## src/rtl/fp32_pkg.sv

```systemverilog
// Shared FP32 field widths, constants, FSM states and packing helper.
package fp32_pkg;

    localparam int unsigned EXP_W   = 8;
    localparam int unsigned MAN_W   = 24;
    localparam int unsigned FRAC_W  = MAN_W - 1;
    localparam int unsigned BIAS    = 127;
    localparam int unsigned EXP_MAX = 255;
    localparam int unsigned IEXP_W  = 10;

    localparam logic [31:0] QNAN = 32'h7FC0_0000;
    localparam logic [31:0] INF  = 32'h7F80_0000;
    localparam logic [31:0] ZERO = 32'h0000_0000;

    // Internal exponent: signed, wide enough to see past 0 and 255
    typedef logic signed [IEXP_W-1:0] iexp_t;

    typedef enum logic [1:0] {
        IDLE  = 2'd0,
        NORM  = 2'd1,
        ROUND = 2'd2,
        DONE  = 2'd3
    } state_e;

    function automatic logic [31:0] fp32_pack(input logic s,
                                              input logic [EXP_W-1:0] e,
                                              input logic [FRAC_W-1:0] f);
        return {s, e, f};
    endfunction

endpackage

```

## src/rtl/fp32_rne_rounder.sv

```systemverilog
// Round-to-nearest-even on a normalized 24-bit mantissa with G/R/S bits.
module fp32_rne_rounder
    import fp32_pkg::*;
(
    input  logic [MAN_W-1:0] man_i,
    input  logic [2:0]       grs_i,
    input  iexp_t            exp_i,
    output logic [MAN_W-1:0] man_c,
    output logic [EXP_W-1:0] exp_c,
    output logic             ovf_c
);

    logic          inc_c;
    logic [MAN_W:0] sum_c;
    iexp_t         exp_r_c;

    // Increment on G when above half or on a tie with odd lsb; renormalize on carry
    always_comb begin
        inc_c = grs_i[2] & (grs_i[1] | grs_i[0] | man_i[0]);
        sum_c = {1'b0, man_i} + (MAN_W+1)'(inc_c);
        if (sum_c[MAN_W]) begin
            man_c   = {1'b1, FRAC_W'(0)};
            exp_r_c = exp_i + iexp_t'(1);
        end else begin
            man_c   = sum_c[MAN_W-1:0];
            exp_r_c = exp_i;
        end
        ovf_c = (exp_r_c >= iexp_t'(EXP_MAX));
        exp_c = exp_r_c[EXP_W-1:0];
    end

endmodule

```

## src/rtl/fp32_normalize_round.sv

```systemverilog
// Post-add normalize (right 1 on carry, left 1/cycle on cancellation), RNE round, pack.
module fp32_normalize_round
    import fp32_pkg::*;
(
    input  logic              clk,
    input  logic              rst_n,
    input  logic              in_valid,
    output logic              in_ready,
    input  logic              in_sign,
    input  logic [EXP_W-1:0]  in_exp,
    input  logic [MAN_W:0]    in_man,
    input  logic [2:0]        in_grs,
    output logic              out_valid,
    input  logic              out_ready,
    output logic [31:0]       out_result,
    output logic              out_overflow,
    output logic              out_underflow
);

    state_e          state_q, state_d;
    logic            sign_q, sign_d;
    iexp_t           exp_q, exp_d;
    logic [MAN_W:0]  man_q, man_d;
    logic [2:0]      grs_q, grs_d;
    logic            zero_q, zero_d;
    logic            unf_q, unf_d;
    logic            in_ready_q, in_ready_d;
    logic            out_valid_q, out_valid_d;
    logic [31:0]     result_q, result_d;
    logic            ovf_out_q, ovf_out_d;
    logic            unf_out_q, unf_out_d;

    logic [MAN_W-1:0] man_rnd_c;
    logic [EXP_W-1:0] exp_rnd_c;
    logic             ovf_rnd_c;

    fp32_rne_rounder u_rounder (
        .man_i (man_q[MAN_W-1:0]),
        .grs_i (grs_q),
        .exp_i (exp_q),
        .man_c (man_rnd_c),
        .exp_c (exp_rnd_c),
        .ovf_c (ovf_rnd_c)
    );

    // Next-state, datapath and output-register logic
    always_comb begin
        state_d     = state_q;
        sign_d      = sign_q;
        exp_d       = exp_q;
        man_d       = man_q;
        grs_d       = grs_q;
        zero_d      = zero_q;
        unf_d       = unf_q;
        result_d    = result_q;
        ovf_out_d   = ovf_out_q;
        unf_out_d   = unf_out_q;

        case (state_q)
            IDLE: begin
                if (in_valid && in_ready_q) begin
                    sign_d  = in_sign;
                    exp_d   = iexp_t'({2'b00, in_exp});
                    man_d   = in_man;
                    grs_d   = in_grs;
                    zero_d  = 1'b0;
                    unf_d   = 1'b0;
                    // Exact zero is not an underflow; a zero exponent is flushed
                    if (in_man == '0 && in_grs == 3'b000) begin
                        zero_d = 1'b1;
                    end else if (in_exp == '0) begin
                        zero_d = 1'b1;
                        unf_d  = 1'b1;
                    end
                    state_d = NORM;
                end
            end
            NORM: begin
                if (zero_q) begin
                    state_d = ROUND;
                end else if (man_q[MAN_W]) begin
                    // Carry-out: the following cycle sees bit 23 set and moves on
                    man_d = {1'b0, man_q[MAN_W:1]};
                    grs_d = {man_q[0], grs_q[2], grs_q[1] | grs_q[0]};
                    exp_d = exp_q + iexp_t'(1);
                end else if (man_q[MAN_W-1]) begin
                    state_d = ROUND;
                end else if (exp_q == iexp_t'(1)) begin
                    zero_d  = 1'b1;
                    unf_d   = 1'b1;
                    state_d = ROUND;
                end else begin
                    man_d = {1'b0, man_q[MAN_W-2:0], grs_q[2]};
                    grs_d = {grs_q[1], grs_q[0], grs_q[0]};
                    exp_d = exp_q - iexp_t'(1);
                end
            end
            ROUND: begin
                // A clear hidden bit means nothing normalized survived
                if (zero_q || !man_rnd_c[MAN_W-1]) begin
                    result_d  = ZERO;
                    ovf_out_d = 1'b0;
                end else if (ovf_rnd_c) begin
                    result_d  = {sign_q, INF[30:0]};
                    ovf_out_d = 1'b1;
                end else begin
                    result_d  = fp32_pack(sign_q, exp_rnd_c, man_rnd_c[FRAC_W-1:0]);
                    ovf_out_d = 1'b0;
                end
                unf_out_d = unf_q;
                state_d   = DONE;
            end
            DONE: begin
                if (out_ready) begin
                    state_d = IDLE;
                end
            end
            default: state_d = IDLE;
        endcase

        in_ready_d  = (state_d == IDLE);
        out_valid_d = (state_d == DONE);
    end

    // State and datapath registers
    always_ff @(posedge clk or negedge rst_n) begin
        if (!rst_n) begin
            state_q     <= IDLE;
            sign_q      <= 1'b0;
            exp_q       <= '0;
            man_q       <= '0;
            grs_q       <= '0;
            zero_q      <= 1'b0;
            unf_q       <= 1'b0;
            in_ready_q  <= 1'b1;
            out_valid_q <= 1'b0;
            result_q    <= '0;
            ovf_out_q   <= 1'b0;
            unf_out_q   <= 1'b0;
        end else begin
            state_q     <= state_d;
            sign_q      <= sign_d;
            exp_q       <= exp_d;
            man_q       <= man_d;
            grs_q       <= grs_d;
            zero_q      <= zero_d;
            unf_q       <= unf_d;
            in_ready_q  <= in_ready_d;
            out_valid_q <= out_valid_d;
            result_q    <= result_d;
            ovf_out_q   <= ovf_out_d;
            unf_out_q   <= unf_out_d;
        end
    end

    assign in_ready      = in_ready_q;
    assign out_valid     = out_valid_q;
    assign out_result    = result_q;
    assign out_overflow  = ovf_out_q;
    assign out_underflow = unf_out_q;

endmodule

```

## config.mk

```make
export PLATFORM = sky130hd
export DESIGN_NAME = fp32_normalize_round
export DESIGN_NICKNAME = d
export VERILOG_FILES = /design/src/rtl/fp32_pkg.sv /design/src/rtl/fp32_rne_rounder.sv /design/src/rtl/fp32_normalize_round.sv
export SDC_FILE = /design/constraint.sdc
export NUM_CORES = 1
export LEC_CHECK = 0
export ABC_AREA = 1
export BUFFER_PORTS_ARGS = -buffer_cell sky130_fd_sc_hd__buf_2
export CAP_MARGIN = 20
export CORE_ASPECT_RATIO = 0.5
export CORE_MARGIN = 4
export CORE_UTILIZATION = 40
export CTS_BUF_LIST = sky130_fd_sc_hd__clkbuf_4 sky130_fd_sc_hd__clkbuf_8 sky130_fd_sc_hd__clkbuf_16
export DETAILED_ROUTE_END_ITERATION = 8
export GPL_TIMING_DRIVEN = 1
export MAX_ROUTING_LAYER = met4
export PLACE_DENSITY = 0.68
export SYNTH_ARGS = -nofsm -noshare
export SYNTH_HDL_FRONTEND = slang
export SYNTH_SLANG_ARGS = --single-unit
```

## constraint.sdc

```tcl
create_clock -name clk -period 2 [get_ports clk]
set_clock_uncertainty 0.15 [all_clocks]
set_input_delay 0.2 -clock clk [delete_from_list [all_inputs] [get_ports clk]]
set_output_delay 0.2 -clock clk [all_outputs]
set_load 0.01 [all_outputs]
```

==> results.toml, run 1 <==
[clock_tree]
clockBufferDepth = 2
cts-root-buf = "clkbuf_16"
cts_sinks = 79
cts_tree = "yes"
clkTransAtPathRegs_ps = 70
insertion_delay_ps = 350
cts_buffers = 9
cts_max_level = 3

[detailed_routing]
antenna_left = 0
vias = 5951
viasPerCell = 5.41
drtIter0Drc = 666
detail_route.first_pass.iterations = 5
wl_um = 18500
drc_errors = 0
wl_per_cell_um = 16.8

[placement]
pre_cts_slack_ps = -394
io_buffers = 76
hpwlAfterDp_um = 11900
gp_congestion = 0.897
dp.cells = 1035

[critical_path]
rr_startpoint = "man_q[0]"
crit_family = "simple AND/OR/NAND/NOR gates"
cp_num_buf_inv = 3
cpMaxStageDelayCell = "dfrtp_1"
startpoint = "man_q[0]"
crit_type = "reg2reg"
arrival_ps = 2670
critPathLaunchType = "flop"
cp.required_ps = 2090
worstPathMaxFanout = 6
end_kind = "flop"
cp_cell_sequence = "nand2_2, inv_2, ha_4, nand2_4, nor2_4, nand3_2, nor2_4, buf_6, nand3_2, nand2_2, nand2_2, nor2_4, nand2_4, nand2_8, buf_12, nand2_8, nand2_1, nand2_1"
max_stage_delay_ps = 360

[pwr]
combPwrFrac_pct = 60.7
cellPowerDensity_nw_per_um2 = 1470
irDropWorstVdd_mv = 0.562
p_switching_mw = 5.06
power_frac_seq_pct = 25.1
leakage_nw = 3.77
internal_power_mw = 6.17
p_clk_share_pct = 14.2
p_sw_share_pct = 45.1

[final_layout]
n_antenna_cell = 0
nets = 976
final_util_pct = 63.3
drive_gt1_share_pct = 38.1
syn_to_final_growth_pct = 51.3
final_cells = 1101

[floorplan]
rows = 28
die_w_um = 167
die_h_um = 87.4
core_um2 = 12100
io_pins = 77
design.die.area_um2 = 14600
start_util_pct = 41.8

[global_routing]
grt-ovfl-total = 0
antenna_found_initial = 0
grt_max_degree = 51
grt_pass1_wl_um = 26400
track_usage_pct = 23.0
grt_pass1_vias = 5383

[hold_path]
hp-start = "in_man[3]"
hp-class = "in2reg"

[timing]
setup_violations = 35
max_freq_ghz = 0.388
rsz0062_at_grt = "yes"
worstMarginPinSlew_ps = 532
tns_ps = -17410
finalCritPeriodShare_pct = 129
fin_ws_ps = -575
slew_violations = 0
hold_slack_ps = 38.7
period_minus_slack_ps = 2580
hold_viol = 0
relSlewSlack_pct = 64.6

[synth]
synth_cell_type_count = 40
synth.net_count = 751
ys_seq_area_share_pct = 39.2
netlist_instances = 706
synthTopCellsByArea = "dfrtp_1 39%, nand2_1 16%, o21ai_0 5.5%"
ys_seq_elements = 79
synth_area_um2 = 5040
synthFlopType = "dfrtp_1"
ys.warnings.count = 0
synth.most_common_cell = "nand2_1"
async_flop_share_pct = 100
synth_top_area_share_pct = 38.7
synthTopCellsByCount = "219 x nand2_1, 78 x dfrtp_1, 68 x inv_1, 62 x nor2_1, 55 x o21ai_0"
yosys.area.top_type = "dfrtp_1"
syn-mean-instance-area_um2 = 7.14
synth-edff-count = 0

[status]
violations = "setup timing"
outcome = "finished with violations"

[run]
drv_cap = 0
[power by group through the flow]
| stage | combinational [mW] | sequential, mW | clock, mW |
|---|---|---|---|
| after floorplan | 2.91 | 2.88 | 0 |
| after global placement | 5.37 | 2.76 | 0 |
| after detailed placement | 5.43 | 2.77 | 0 |
| after CTS | 5.63 | 2.75 | 1.59 |
| after global routing | 7.40 | 2.90 | 1.67 |
| final | 6.82 | 2.81 | 1.60 |
[through the flow]
step | area [µm²] | power, mW
2_1_floorplan | 5050 | 5.78
3_3_place_gp | 6430 | 8.13
3_5_place_dp | 6430 | 8.20
4_1_cts | 6960 | 9.97
5_1_grt | 7630 | 12.0
6_report | 7630 | 11.2
[worst register-to-register path, stage by stage (launching register included)]
cell     delay [ps]
dfrtp_1         360
nand2_2          80
inv_2            80
ha_4            150
nand2_4          50
nor2_4          150
nand3_2         130
nor2_4          240
buf_6           150
nand3_2          60
nand2_2          90
nand2_2          90
nor2_4          180
nand2_4         100
nand2_8         100
buf_12          130
nand2_8          80
nand2_1          70
nand2_1          50
[worst paths after layout]
kind,endpoint,slack [ps],depth (start not counted)
max,out_result[2],-580,18
min,man_q[3],40,5
max reg2reg,out_result[2],-580,18
min reg2reg,out_result[10],320,2
max in group asynchronous,out_result[23],870,3
min in group asynchronous,state_q[1],220,2
[layer usage]
layer	track usage, %	vias up	wire length (µm)
li1	-	2781	-
met1	29.0	2845	7910
met2	38.6	283	8870
met3	4.76	42	1310
met4	5.86	0	446
met5	-	-	0
[state kept, by name, indices dropped and copies added (netlist names)]
name           flops
unf_q              1
exp_q             10
out_valid          1
out_underflow      1
grs_q              3
in_ready           1
sign_q             1
state_q            2
zero_q             1
out_overflow       1
out_result        32
man_q             25
[cell usage in the layout, fill, tap and decap left out, types with 6 or more instances in the layout]
master	instances
buf_6	12
nor2_4	12
buf_4	130
inv_2	8
nand2_2	36
nor2_2	6
clkbuf_16	11
nand2_4	10
nand2_1	190
a21oi_1	6
dfrtp_1	76
xor2_1	19
buf_2	75
o221ai_1	18
nand4_1	8
inv_1	61
nand3_2	13
nor3_1	23
o22ai_1	12
buf_12	12
nor2_1	53
o21ai_0	41
nor4_1	9
o21ai_1	16
nand3_1	27
[logic make-up after synthesis]
group                      share of synthesized area [%]
xor gates and xnor gates                            3.82
buffers and inverters                               8.66
and+or+nand+nor                                     34.0
AOI/OAI and AO/OA                                   13.3
adders and majority gates                          0.993
DFF                                                 39.2
[final cells by class]
| class | count | area, µm² |
|---|---|---|
| repair buffers | 235 | 1820 |
| multi-input cells | 532 | 3050 |
| well taps | 165 | 206 |
| clock buffers | 9 | 225 |
| flip-flops and latches | 79 | 1980 |
| inverters | 74 | 290 |
| fillers | 996 | 4420 |
| clock inverters | 7 | 55.1 |
[repair_timing]
item                       CTS  global route
setup endpoints to repair   63            70
pin swaps                    4            30
hold endpoints to repair    39             0
setup buffers               11            28
gates cloned                 2             6
hold buffers                 4             0
resized for setup           25           101
Power figures use the tool's default switching activity.
==> run 2: changes to the inputs <==
- CORE_UTILIZATION: 40 -> 35
- PLACE_DENSITY: 0.68 -> 0.6
- TNS_END_PERCENT: not set -> 50
- clock period: 2 -> 3 ns (I/O delays scaled with it)
==> run 2 against run 1 <==
  * The flow now finishes without violations
  * Non-clock buffer count fell by 148
  * Cell count shrank 11%
  * Setup slack gained 900 ps
  * Clock-buffer cell count rose by 1
  * Via count is 17% lower
  * Clock power fell by 31%
  * Die area up 13%
  * Register-to-register slack improved by 900 ps
  * Sequential share of layout area grew 7.4 points
==> results.toml, run 2 (same netlist as run 1, synthesis figures left out) <==
[final_layout]
drive_gt1_share_pct = 17.6
syn_to_final_growth_pct = 17.6
multiInputGateArea_um2 = 2630
n_antenna_cell = 0
num-fill-cells = 1496
postLayoutCellArea_um2 = 5930
layout_common_cells = "219 x nand2_1, 78 x dfrtp_1, 75 x buf_2"
final_util_pct = 42.9
final_common_cell = "nand2_1"
nets = 823
regArea_um2 = 1980
largest_reg_flops = 32

[timing]
tns_ps = 0
relSlewSlack_pct = 52.4
finalCritPeriodShare_pct = 89.2
period_minus_slack_ps = 2680
hold_viol = 0
setup_violations = 0
slew_violations = 0
max_freq_ghz = 0.374
rsz0062_at_grt = "no"
worstMarginPinSlew_ps = 712

[floorplan]
die_h_um = 92.9
core_um2 = 13800
rows = 30
design.die.area_um2 = 16500
die_w_um = 178
start_util_pct = 36.5
io_pins = 77

[pwr]
irDropWorstVdd_mv = 0.466
leakage_nw = 2.90
cellPowerDensity_nw_per_um2 = 991

[clock_tree]
cts_max_level = 3
clkTransAtPathRegs_ps = 60
cts-root-buf = "clkbuf_16"
cts_buffers = 9
ctsResizeCount = 0
clockBufferDepth = 2
cts_tree = "yes"
cts_sinks = 79
cts_setup_buffers = 0
insertion_delay_ps = 340

[hold_path]
hp-start = "out_ready"
hp-class = "in2reg"
holdPathStages = 2
whs_endpoint = "out_valid"

[critical_path]
arrival_ps = 2780
ff2ff_path_depth = 9
cp.required_ps = 3100
worstPathMaxFanout = 22
end_kind = "flop"
timing.rr.end = "man_q[18]"
crit_top_cell = "nand2_1"
crit_type = "reg2reg"
rr_startpoint = "state_q[1]"
cp_cell_sequence = "inv_1, nand2_1, nor2_1, inv_1, nor2_1, nand2_1, o221ai_1, nand2_1, o21ai_0"
regToRegSetupSlack_ps = 320
cpMaxStageDelayCell = "nor2_1"
max_stage_delay_ps = 450
critPathLaunchType = "flop"

[detailed_routing]
met1_length_um = 7020
vias = 4953
drtIter0Drc = 497
dr_wl_met2_um = 6580
top_layer = "met4"
dr_wl_met3_um = 775
viasPerCell = 5.08
detail_route.first_pass.iterations = 6
antenna_left = 0
wl_per_cell_um = 15.0
wl_um = 14600
drc_errors = 0

[global_routing]
track_usage_pct = 18.7
grt_pass1_wl_um = 24200
grt_max_degree = 80
grt_pass1_vias = 4853
antenna_found_initial = 0
grt-ovfl-total = 0

[run]
drv_cap = 0

[placement]
gp_congestion = 0.939
hpwlAfterDp_um = 11200
io_buffers = 76
placed_area_um2 = 5590

[status]
outcome = "finished clean"
[run 2: where the power goes]
part | total [mW] | internal [mW] | switching, mW
combinational | 2.81 | 0.959 | 1.85
sequential | 1.95 | 1.53 | 0.424
clock | 1.11 | 0.663 | 0.449
total | 5.87 | 3.15 | 2.72
[run 2: critical path, delay by kind of cell (launching register included)]
family	cells	cell delay, ps
simple gates	5	1350
compound gates	2	440
flops	1	430
buf+inv	2	210
[run 2: how the worst max path moves through the flow]
| stage | startpoint | endpoint | slack [ps] |
|---|---|---|---|
| 3_5_place_dp | state_q[1] | man_q[18] | 390 |
| 5_1_grt | state_q[1] | man_q[15] | 20 |
| 3_3_place_gp | state_q[1] | man_q[3] | 440 |
| 4_1_cts | state_q[1] | man_q[18] | 350 |
| 2_1_floorplan | grs_q[2] | out_result[12] | 850 |
| 6_report | state_q[1] | man_q[18] | 320 |
[run 2: stage by stage]
stage / power, mW / cells / setup WS, ps / hold slack (ps)
3_3_place_gp: 4.74 / 957 / 438 / 306
2_1_floorplan: 3.85 / 706 / 854 / -146
6_report: 5.87 / 975 / 323 / 57.0
4_1_cts: 5.90 / 973 / 348 / 36.9
5_1_grt: 6.40 / 975 / 19.5 / 63.2
3_5_place_dp: 4.76 / 957 / 391 / 310
[run 2: final cells by class]
cell class | count | share of cell area [%]
clock buffer | 10 | 4.03
clock inverter | 6 | 1.01
inverter | 74 | 4.68
multi-input combinational | 527 | 44.4
sequential | 79 | 33.4
tap | 192 | 4.05
timing repair buffer | 87 | 8.44
[run 2: layer usage]
metal / vias up / track usage (%)
li1: 2471 / -
met1: 2322 / 25.5
met2: 138 / 28.5
met3: 22 / 3.26
met4: 0 / 5.92
met5: - / -
[run 2: what timing repair did]
item                                    in CTS  in global routing
endpoints found under the setup margin       0                  0
endpoints found under the hold margin        0                 28
hold buffers                                 0                  1
==> run 3: changes to the inputs <==
- RECOVER_POWER: not set -> 25
==> run 3 against run 2 <==
  * The flow now finishes with violations (capacitance limit, slew limit)
  * Sequential power about the same
  * Via count is essentially flat
  * Register-to-register slack hardly changed
  * Core utilization hardly changed
  * Highest routed layer unchanged
==> results.toml, run 3 (same netlist as run 1, synthesis figures left out) <==
[global_routing]
grt_max_degree = 80
grt_pass1_vias = 4853
track_usage_pct = 18.7
antenna_found_initial = 0
grt-ovfl-total = 0
grt_pass1_wl_um = 24200

[placement]
dp.cells = 957
hpwlAfterDp_um = 11200
placed_area_um2 = 5590
gp_congestion = 0.939
io_buffers = 76

[floorplan]
start_util_pct = 36.5
io_pins = 77
rows = 30
design.die.area_um2 = 16500
die_h_um = 92.9
die_w_um = 178
core_um2 = 13800

[timing]
setup_violations = 0
worstMarginPinSlew_ps = 1770
period_minus_slack_ps = 2670
max_freq_ghz = 0.374
finalCritPeriodShare_pct = 89.1
hold_viol = 0
rsz0062_at_grt = "no"
tns_ps = 0
slew_violations = 30
relSlewSlack_pct = -17.7

[clock_tree]
cts_buffers = 9
clkTransAtPathRegs_ps = 60
cts_tree = "yes"
ctsResizeCount = 0
clockBufferDepth = 2
insertion_delay_ps = 340
cts_max_level = 3
cts_setup_buffers = 0
cts_sinks = 79
cts-root-buf = "clkbuf_16"

[critical_path]
critPathLaunchType = "flop"
ff2ff_path_depth = 9
arrival_ps = 2770
cp_cell_sequence = "inv_1, nand2_1, nor2_1, inv_1, nor2_1, nand2_1, o221ai_1, nand2_1, o21ai_0"
crit_type = "reg2reg"
cpMaxStageDelayCell = "nor2_1"
critical_path_depth = 9
worstPathMaxFanout = 22
cp_num_buf_inv = 2
cp.required_ps = 3100
end_kind = "flop"
crit_top_cell = "nand2_1"
max_stage_delay_ps = 440
crit_family = "simple AND/OR/NAND/NOR gates"

[final_layout]
largest_reg_flops = 32
n_antenna_cell = 0
layout_common_cells = "219 x nand2_1, 78 x dfrtp_1, 74 x buf_2"
nets = 823
final_util_pct = 42.9
drive_gt1_share_pct = 17.4
syn_to_final_growth_pct = 17.5
postLayoutCellArea_um2 = 5920
final_common_cell = "nand2_1"
final_cells = 975
num-fill-cells = 1498

[detailed_routing]
viasPerCell = 5.08
wl_um = 14600
drtIter0Drc = 497
vias = 4956
antenna_left = 0
wl_per_cell_um = 15.0
drc_errors = 0
detail_route.first_pass.iterations = 6

[hold_path]
hp-class = "in2reg"
holdPathStages = 2

[pwr]
power_mw = 5.87
irDropWorstVdd_mv = 0.466
cellPowerDensity_nw_per_um2 = 991
leakage_nw = 2.90

[status]
outcome = "finished with violations"
violations = "capacitance limit, slew limit"

[run]
drv_cap = 1
## run 3: changes by cell type in the layout (fill, tap and decap cells not counted)
cell	delta
clkbuf_1	+2
buf_2	-1
buf_4	-1
## run 3: final timing paths
kind / endpoint / slack [ps] / from
max in group asynchronous: grs_q[2] / 860 / rst_n
min in group asynchronous: sign_q / 810 / rst_n
hold / removal: out_valid / 60 / out_ready
hold reg to reg: out_result[7] / 320 / out_result[7]
setup reg to reg: man_q[18] / 330 / state_q[1]
setup / recovery: man_q[18] / 330 / state_q[1]
## run 3: area by class of cell
cell class / instances / area (µm²) / share of cell area [%]
repair buffers: 87 / 495 / 8.36
inverters: 74 / 278 / 4.69
flip-flops and latches: 79 / 1980 / 33.4
clock inverters: 6 / 60.1 / 1.01
multi-input cells: 527 / 2630 / 44.5
well taps: 192 / 240 / 4.05
clock buffers: 10 / 239 / 4.03
## run 3: timing repair
| action | 4_1_cts | 5_1_grt |
|---|---|---|
| hold buffers | 0 | 1 |
| endpoints found under the setup margin | 0 | 0 |
| hold endpoints to repair | 0 | 28 |
## run 3: routing by layer
layer	GRT usage (%)	vias to the layer above	share of wire [%]
li1	-	2473	-
met1	25.5	2320	48
met2	28.5	141	45
met3	3.26	22	5.3
met4	5.92	0	1.7
met5	-	-	0
## run 3: stage by stage
stage | hold WS [ps] | worst slack (ps)
2_1_floorplan | -146 | 854
6_report | 57.0 | 327
5_1_grt | 63.2 | 19.5
3_5_place_dp | 310 | 391
4_1_cts | 36.9 | 348
3_3_place_gp | 306 | 438
## run 3: report_power, final
| part | internal (mW) | switching (mW) | total (mW) | leakage, nW |
|---|---|---|---|---|
| Clock | 0.663 | 0.449 | 1.11 | 0.144 |
| Sequential | 1.53 | 0.424 | 1.95 | 0.996 |
| Combinational | 0.957 | 1.85 | 2.80 | 1.76 |
